**config.mk**
```make
export PLATFORM = sky130hd
export DESIGN_NAME = stopwatch_ctrl
export DESIGN_NICKNAME = d
export VERILOG_FILES = /design/src/rtl/stopwatch_pkg.sv /design/src/rtl/bcd_digit_counter.sv /design/src/rtl/stopwatch_ctrl.sv
export SDC_FILE = /design/constraint.sdc
export NUM_CORES = 1
export LEC_CHECK = 0
export ABC_AREA = 1
export CAP_MARGIN = 20
export CORE_MARGIN = 2
export CORE_UTILIZATION = 50
export CTS_CLUSTER_DIAMETER = 50
export DETAILED_ROUTE_END_ITERATION = 6
export GPL_TIMING_DRIVEN = 0
export PLACE_DENSITY = 0.73
export SYNTH_ARGS = -nofsm -noshare
export SYNTH_HDL_FRONTEND = slang
export SYNTH_SLANG_ARGS = --single-unit
```
**constraint.sdc**
```tcl
create_clock -name i_sclk -period 1.8 [get_ports i_sclk]
set_input_delay 0.27 -clock i_sclk [delete_from_list [all_inputs] [get_ports i_sclk]]
set_output_delay 0.27 -clock i_sclk [all_outputs]
set_load 0.03 [all_outputs]
```
**src/rtl/stopwatch_pkg.sv**
```systemverilog
// Shared types and constants for the stopwatch control sequencer.
package stopwatch_pkg;

    typedef enum logic [1:0] {
        ST_IDLE  = 2'd0,
        ST_RUN   = 2'd1,
        ST_LAP   = 2'd2,
        ST_PAUSE = 2'd3
    } sw_state_t;

    typedef logic [3:0] bcd_t;

    localparam bcd_t BCD9_MAX = 4'd9;
    localparam bcd_t BCD5_MAX = 4'd5;

endpackage

```
**src/rtl/bcd_digit_counter.sv**
```systemverilog
// One BCD digit of the elapsed-time chain: wraps MAX -> 0 and flags carry on that step.
module bcd_digit_counter
    import stopwatch_pkg::*;
#(
    parameter bcd_t MAX = BCD9_MAX
) (
    input  logic i_clk,
    input  logic i_rst_n,
    input  logic i_clr,
    input  logic i_inc,
    output bcd_t o_digit,
    output logic o_carry
);

    bcd_t digit_q;
    bcd_t digit_d;

    always_comb begin
        digit_d = digit_q;
        if (i_clr) begin
            digit_d = '0;
        end else if (i_inc) begin
            digit_d = (digit_q == MAX) ? '0 : digit_q + 4'd1;
        end
    end

    always_ff @(posedge i_clk or negedge i_rst_n) begin
        if (!i_rst_n) begin
            digit_q <= '0;
        end else begin
            digit_q <= digit_d;
        end
    end

    assign o_digit = digit_q;
    assign o_carry = i_inc & (digit_q == MAX);

endmodule

```
**src/rtl/stopwatch_ctrl.sv**
```systemverilog
// Run/pause/lap sequencer for the stopwatch: counts basetick rising edges into
// BCD MM:SS.cc and freezes the display on a lap capture.
module stopwatch_ctrl
    import stopwatch_pkg::*;
#(
    parameter int CS_PER_SEC = 100
) (
    input  logic      i_sclk,
    input  logic      i_reset_n,
    input  logic      i_start_stop,
    input  logic      i_lap,
    input  logic      i_clear,
    input  logic      i_basetick,
    output logic      o_timerenb,
    output logic      o_timer_clr_n,
    output logic      o_running,
    output logic      o_lap_active,
    output bcd_t      o_min_tens,
    output bcd_t      o_min_ones,
    output bcd_t      o_sec_tens,
    output bcd_t      o_sec_ones,
    output bcd_t      o_cs_tens,
    output bcd_t      o_cs_ones,
    output logic      o_rollover,
    output sw_state_t o_dbg_state
);

    localparam bcd_t CS_TENS_MAX = bcd_t'(CS_PER_SEC / 10 - 1);

    sw_state_t       state_q, state_d;
    logic            bt_q, bt_d;
    logic            clr_n_q, clr_n_d;
    logic            roll_q, roll_d;
    logic [5:0][3:0] lap_q, lap_d;
    logic [5:0][3:0] live;
    logic [5:0][3:0] disp;

    logic ev_ss, ev_lap, counting, tick, count_en;
    logic do_clear, do_capture;
    logic carry_cs_ones, carry_cs_tens, carry_sec_ones;
    logic carry_sec_tens, carry_min_ones, carry_min_tens;

    // Clear outranks start_stop, which outranks lap; losers in the same cycle are dropped.
    assign ev_ss    = i_start_stop & ~i_clear;
    assign ev_lap   = i_lap & ~i_start_stop & ~i_clear;
    assign counting = (state_q == ST_RUN) || (state_q == ST_LAP);
    assign tick     = i_basetick & ~bt_q;
    assign count_en = tick & counting;

    always_comb begin
        state_d    = state_q;
        do_clear   = 1'b0;
        do_capture = 1'b0;
        unique case (state_q)
            ST_IDLE: begin
                if (ev_ss) state_d = ST_RUN;
            end
            ST_RUN: begin
                if (ev_ss) begin
                    state_d = ST_PAUSE;
                end else if (ev_lap) begin
                    state_d    = ST_LAP;
                    do_capture = 1'b1;
                end
            end
            ST_LAP: begin
                if (ev_ss) state_d = ST_PAUSE;
                else if (ev_lap) state_d = ST_RUN;
            end
            ST_PAUSE: begin
                if (i_clear) begin
                    state_d  = ST_IDLE;
                    do_clear = 1'b1;
                end else if (ev_ss) begin
                    state_d = ST_RUN;
                end
            end
            default: state_d = ST_IDLE;
        endcase
    end

    // Lap capture takes the pre-increment count even when a tick lands on the same edge.
    always_comb begin
        lap_d = lap_q;
        if (do_clear) begin
            lap_d = '0;
        end else if (do_capture) begin
            lap_d = live;
        end
        bt_d    = do_clear ? 1'b0 : i_basetick;
        clr_n_d = ~do_clear;
        roll_d  = carry_min_tens;
    end

    always_ff @(posedge i_sclk or negedge i_reset_n) begin
        if (!i_reset_n) begin
            state_q <= ST_IDLE;
            bt_q    <= 1'b0;
            clr_n_q <= 1'b1;
            roll_q  <= 1'b0;
            lap_q   <= '0;
        end else begin
            state_q <= state_d;
            bt_q    <= bt_d;
            clr_n_q <= clr_n_d;
            roll_q  <= roll_d;
            lap_q   <= lap_d;
        end
    end

    bcd_digit_counter #(.MAX(BCD9_MAX)) u_cs_ones (
        .i_clk(i_sclk), .i_rst_n(i_reset_n), .i_clr(do_clear), .i_inc(count_en),
        .o_digit(live[0]), .o_carry(carry_cs_ones)
    );
    bcd_digit_counter #(.MAX(CS_TENS_MAX)) u_cs_tens (
        .i_clk(i_sclk), .i_rst_n(i_reset_n), .i_clr(do_clear), .i_inc(carry_cs_ones),
        .o_digit(live[1]), .o_carry(carry_cs_tens)
    );
    bcd_digit_counter #(.MAX(BCD9_MAX)) u_sec_ones (
        .i_clk(i_sclk), .i_rst_n(i_reset_n), .i_clr(do_clear), .i_inc(carry_cs_tens),
        .o_digit(live[2]), .o_carry(carry_sec_ones)
    );
    bcd_digit_counter #(.MAX(BCD5_MAX)) u_sec_tens (
        .i_clk(i_sclk), .i_rst_n(i_reset_n), .i_clr(do_clear), .i_inc(carry_sec_ones),
        .o_digit(live[3]), .o_carry(carry_sec_tens)
    );
    bcd_digit_counter #(.MAX(BCD9_MAX)) u_min_ones (
        .i_clk(i_sclk), .i_rst_n(i_reset_n), .i_clr(do_clear), .i_inc(carry_sec_tens),
        .o_digit(live[4]), .o_carry(carry_min_ones)
    );
    bcd_digit_counter #(.MAX(BCD5_MAX)) u_min_tens (
        .i_clk(i_sclk), .i_rst_n(i_reset_n), .i_clr(do_clear), .i_inc(carry_min_ones),
        .o_digit(live[5]), .o_carry(carry_min_tens)
    );

    assign disp = (state_q == ST_LAP) ? lap_q : live;
    assign {o_min_tens, o_min_ones, o_sec_tens, o_sec_ones, o_cs_tens, o_cs_ones} = disp;

    assign o_timerenb    = counting;
    assign o_running     = counting;
    assign o_lap_active  = (state_q == ST_LAP);
    assign o_timer_clr_n = clr_n_q;
    assign o_rollover    = roll_q;
    assign o_dbg_state   = state_q;

endmodule

```
# Yosys cells after proc, flatten, opt, wreduce, memory -nomap -nowiden
# Cells that the tools add are included.
# Widths: inputs -> output; s select.
# totals
out_inout_bits	31
reg_bits	53
in_bits	6
# op_classes
eq_ne	11
muxes	34
bitwise	15
n_reduce_logical	10
add_sub_neg	6
# ops
operator	count
$mux 24	3
$mux 4	18
$add 4x1->4 const B	6
$eq 4x4->1 const B	4
$reduce_bool 2->1	7
$mux 2	6
$and 1x1->1	11
$eq 4x3->1 const B	2
$pmux 2 s4	1
$mux 1	6
$eq 2x2->1 const B	2
$not 1->1	4
$ne 3x1->1 const B	1
$ne 3x3->1 const B	1
$eq 2x1->1 const B	1
$logic_not 2->1	1
$reduce_and 2->1	1
$logic_or 1x1->1	1

# Depth between registers and ports, before layout
# logic_depth
depth_word	10
mapped_depth	9
mapped_depth_nobuf	9

# Modules after synthesis
# Synthesis repeated with hierarchy kept, for this count alone.
# unflattened
cells_unflattened	466
hier_area_um2	3169.3
# by_module_without_submodules
mod	area_per_inst_um2	cells_each	instances
stopwatch_ctrl	1582.8	226	1
bcd_digit_counter at u_cs_ones ...	265.3	40	4
bcd_digit_counter at u_min_tens ...	262.8	40	2

# Worst setup path after synthesis
# Ideal clock, no wire load.
# synth_path
kind	reg2out
from	register state_q[0], in the netlist o_dbg_state[0]
to	output port o_min_ones[1]
path_slack_ns	-0.434
path_stages_with_launch	5
path_buffers	1
required_time_ns	1.530
arrival_ns	1.964
cell_sequence	dfrtp_1 -> inv_1 -> ha_1 -> clkbuf_1 -> o21ai_0
# synth_between
elab_chain_cells	2
# synth_lines
element	line	source
start, declared	stopwatch_ctrl.sv:30	sw_state_t state_q, state_d;
start signal, assigned	stopwatch_ctrl.sv:103	state_q <= state_d;
$eq 2x2->1	n/a	
named net o_lap_active	stopwatch_ctrl.sv:17	output logic o_lap_active,
$mux 24	stopwatch_ctrl.sv:136	assign disp = (state_q == ST_LAP) ? lap_q : live;
end, declared	stopwatch_ctrl.sv:19	output bcd_t o_min_ones,
# The timed path passes the listed nets, and every way through them passes these cells.

# Worst setup path in the final report
# layout_path
from	register state_q[1], in the netlist o_dbg_state[1]
to	output port o_cs_ones[0]
# layout_between
elab_chain_cells	2
# layout_lines
element	line	source
$eq 2x2->1	stopwatch_ctrl.sv:136	
$mux 24	stopwatch_ctrl.sv:136	
end, declared	stopwatch_ctrl.sv:23	output bcd_t o_cs_ones,
# Every way passes these cells.

==> out/qor.csv <==
stage;metric;value;unit
sta;relSlewSlack;56.5;%
routing;via_per_inst;5.73;
final_layout;n_antenna_cell;0;
clock_network;clkSinkCount;53;
routing;wl_per_cell;17.3;um
outcome;status;finished with violations;
floorplan;dieArea;0.00662;sq mm
logic_synthesis;synth_edf_count;0;
sta;rsz0062_at_grt;true;
final_layout;area_growth;36.9;%
final_layout;drive_gt1_share;34.2;%
routing;via_count;2760;
logic_synthesis;synth_warnings;0;
routing;totalWireLength;8360;um
logic_synthesis;synth_seq_cells;53;
clock_network;clk_pin_slew;0.11;ns
logic_synthesis;syn_area_per_cell;8.62;sq um
sta;skew;0.0120;ns
floorplan;die_height;81.3;um
placement;dpl.cell_count;459;
flow_run;drv_cap;0;
placement;hpwl;5280;um
floorplan;start_util;51.1;%
logic_synthesis;synthesis.instances;347;
min_path;hp-class;input pin to asynchronous set/reset pin;
sta;period_minus_slack;1.87;ns
setup_path;critical_path_class;register to output pin;
logic_synthesis;synth_area;0.00299;sq mm
placement;place_ws;-0.637;ns
pwr;ir_drop;0.837;mV
global_routing;grt-ovfl-total;0;
routing;postRouteAntennaNets;0;
floorplan;coreArea;0.00585;sq mm
clock_network;cts-buffers-inserted;5;
placement;routabilityCongestion;0.874;
logic_synthesis;synth_top_area_cell;dfrtp_1;
clock_network;clock_latency;0.32;ns
sta;worst_pin_slew;0.652;ns
pwr;p_leak;1.97;nW
setup_path;crit_path_max_fanout;5;
setup_path;cp.required;1.53;ns
logic_synthesis;ys.flop_type;dfrtp_1;
final_layout;final_cells;482;
final_layout;n_fill_cell;431;
logic_synthesis;netlist.area_leader.share;43.5;%
sta;hold_viol_final;0;
global_routing;grt_max_degree;28;
clock_network;clk_path_buf_depth;2;
logic_synthesis;async_flop_share;100;%
setup_path;arrival;1.60;ns
global_routing;grt_pass1_wl;12800;um
logic_synthesis;ys_seq_area_share;44.4;%
global_routing;grt.total_usage;25.9;%
setup_path;end_kind;output pin;
logic_synthesis;synthTopCellsByArea;dfrtp_1 (44%), o21ai_0 (9.0%), nand3_1 (7.5%), ha_1 (6.7%), nand2_1 (6.2%);
clock_network;clockRootBuffer;clkbuf_8;
logic_synthesis;synth_cell_types;35;
sta;maxClockFrequency;534;MHz
routing;first_iter_violations;170;
sta;finalCritPeriodShare;104;%
global_routing;grt_pass1_vias;2588;
clock_network;cts_tree;yes;
floorplan;pin_count;37;
placement;numPortBuffers;36;
routing;drc;0;
final_layout;finalNetCount;428;
sta;fin_hold_ws;0.510;ns
setup_path;cp-start-kind;register;
floorplan;die_w;81.3;um
clock_network;htreeDepth;2;
outcome;failed_checks;negative setup slack;
floorplan;rows;28;
global_routing;antenna_found_initial;0;
sta;final.setup.worst_slack;-0.0720;ns
logic_synthesis;synth_nets;369;
sta;setup-violations-final;23;
routing;firstDrtPassIters;4;
pwr;p_per_area;1570;mW/mm^2
sta;drv_slew;0;
-- flip-flops by register name, indices dropped and copies added (netlist names) --
register / flops
lap_q: 24
u_cs_ones.o_digit: 4
u_cs_tens.o_digit: 4
u_min_ones.o_digit: 4
u_min_tens.o_digit: 4
u_sec_ones.o_digit: 4
u_sec_tens.o_digit: 4
o_dbg_state: 2
bt_q: 1
o_rollover: 1
o_timer_clr_n: 1
-- critical path: stages (launching register included) --
cell       delay [ns]
dfrtp_2          0.46
ha_4             0.21
buf_8            0.15
clkbuf_16        0.17
o21ai_4          0.14
buf_6            0.15
-- per-stage QoR --
stage	power (mW)	TNS, ns	instance area, sq um	util [%]
3_3_place_gp	4.85	-77.71	3510	59.9
5_1_grt	6.78	-1.97	4100	70.0
2_1_floorplan	3.90	-0.893	3050	-
4_1_cts	6.16	-0.348	3950	67.5
6_report	6.41	-0.864	4100	70.0
3_5_place_dp	4.93	-13.98	3520	60.2
-- metal layers --
metal	track usage, %	wire length (um)	vias up
met5	0	0	-
met2	42.7	4160	94
met3	4.00	480	6
li1	-	-	1290
met4	8.47	85	0
met1	34.9	3640	1370
-- cells in the final DEF (no fill, tap or decap), types with 3 or more instances in the layout --
master / count
a21oi_1: 4
buf_2: 4
buf_4: 15
buf_6: 22
clkbuf_16: 5
clkbuf_2: 5
clkbuf_8: 7
clkdlybuf4s50_1: 6
dfrtp_1: 50
ha_1: 14
inv_1: 34
inv_2: 6
nand2_1: 30
nand2_2: 18
nand2_4: 8
nand3_1: 45
nand3_2: 3
nand4_1: 5
nor2_1: 12
nor2_4: 5
nor3_1: 3
o21ai_0: 29
o21ai_1: 11
o21ai_2: 10
o21ai_4: 12
o22ai_1: 3
o31ai_1: 4
xor2_1: 7
-- cell families (layout without fill, tap and decap cells) --
| kind of cell | after synthesis | in the layout | synth area share (%) |
|---|---|---|---|
| compound gates | 76 | 76 | 13.8 |
| fa+ha+maj | 16 | 16 | 6.69 |
| simple gates | 137 | 137 | 24.9 |
| flops | 53 | 53 | 44.4 |
| xor+xnor | 9 | 9 | 2.64 |
| buf+inv | 56 | 116 | 7.57 |
-- report_power, final --
part / leakage, nW / internal (mW) / total, mW / switching [mW]
Sequential: 0.701 / 1.61 / 2.00 / 0.398
Combinational: 1.22 / 1.54 / 3.71 / 2.17
Clock: 0.0456 / 0.279 / 0.697 / 0.419
Total: 1.97 / 3.43 / 6.41 / 2.98
-- worst paths after layout --
path                                       startpoint                                end  slack (ns)  depth (start not counted)
setup / recovery           o_dbg_state[1]$_DFFE_PN0P_                       o_cs_ones[0]       -0.07                          5
hold / removal                              i_reset_n              lap_q[23]$_DFFE_PN0P_        0.51                          2
setup reg to reg           o_dbg_state[1]$_DFFE_PN0P_  u_min_tens.o_digit[1]$_DFFE_PN0P_        0.06                          9
hold reg to reg                  lap_q[3]$_DFFE_PN0P_               lap_q[3]$_DFFE_PN0P_        0.53                          2
max in group asynchronous                   i_reset_n  u_min_tens.o_digit[0]$_DFFE_PN0P_        0.72                          3
min in group i_sclk              lap_q[3]$_DFFE_PN0P_               lap_q[3]$_DFFE_PN0P_        0.53                          2
-- cell usage after synthesis (3+ instances only) --
cell and number:
o21ai_0 54, dfrtp_1 52, nand2_1 49, nand3_1 45, inv_1 35, ha_1 16
nor2_1 13, clkbuf_1 8, o21ai_1 7, xor2_1 7, inv_2 5, nand4_1 5
a21oi_1 4, buf_4 4, nand2_2 4, nor2_4 4, o31ai_1 4, nand2_4 3
nand3_2 3, nor3_1 3, o22ai_1 3
-- repair_timing --
action / in CTS / in global routing
hold buffers: 1 / 0
endpoints found under the setup margin: 29 / 60
cloned: 4 / 0
pin swaps: 15 / 4
gates resized for setup: 215 / 46
hold endpoints to repair: 25 / 0
setup buffers: 7 / 4
-- final cells by class --
type,instances,area [sq um],share of cell area [%]
flip-flops and latches,53,1330,32.5
well taps,75,93.8,2.29
repair buffers,52,554,13.5
plain buffers,15,176,4.31
multi-input cells,238,1700,41.5
inverters,41,154,3.76
clock inverters,2,13.8,0.336
clock buffers,6,72.6,1.77
Note: power is estimated with default switching activity, not from simulation.
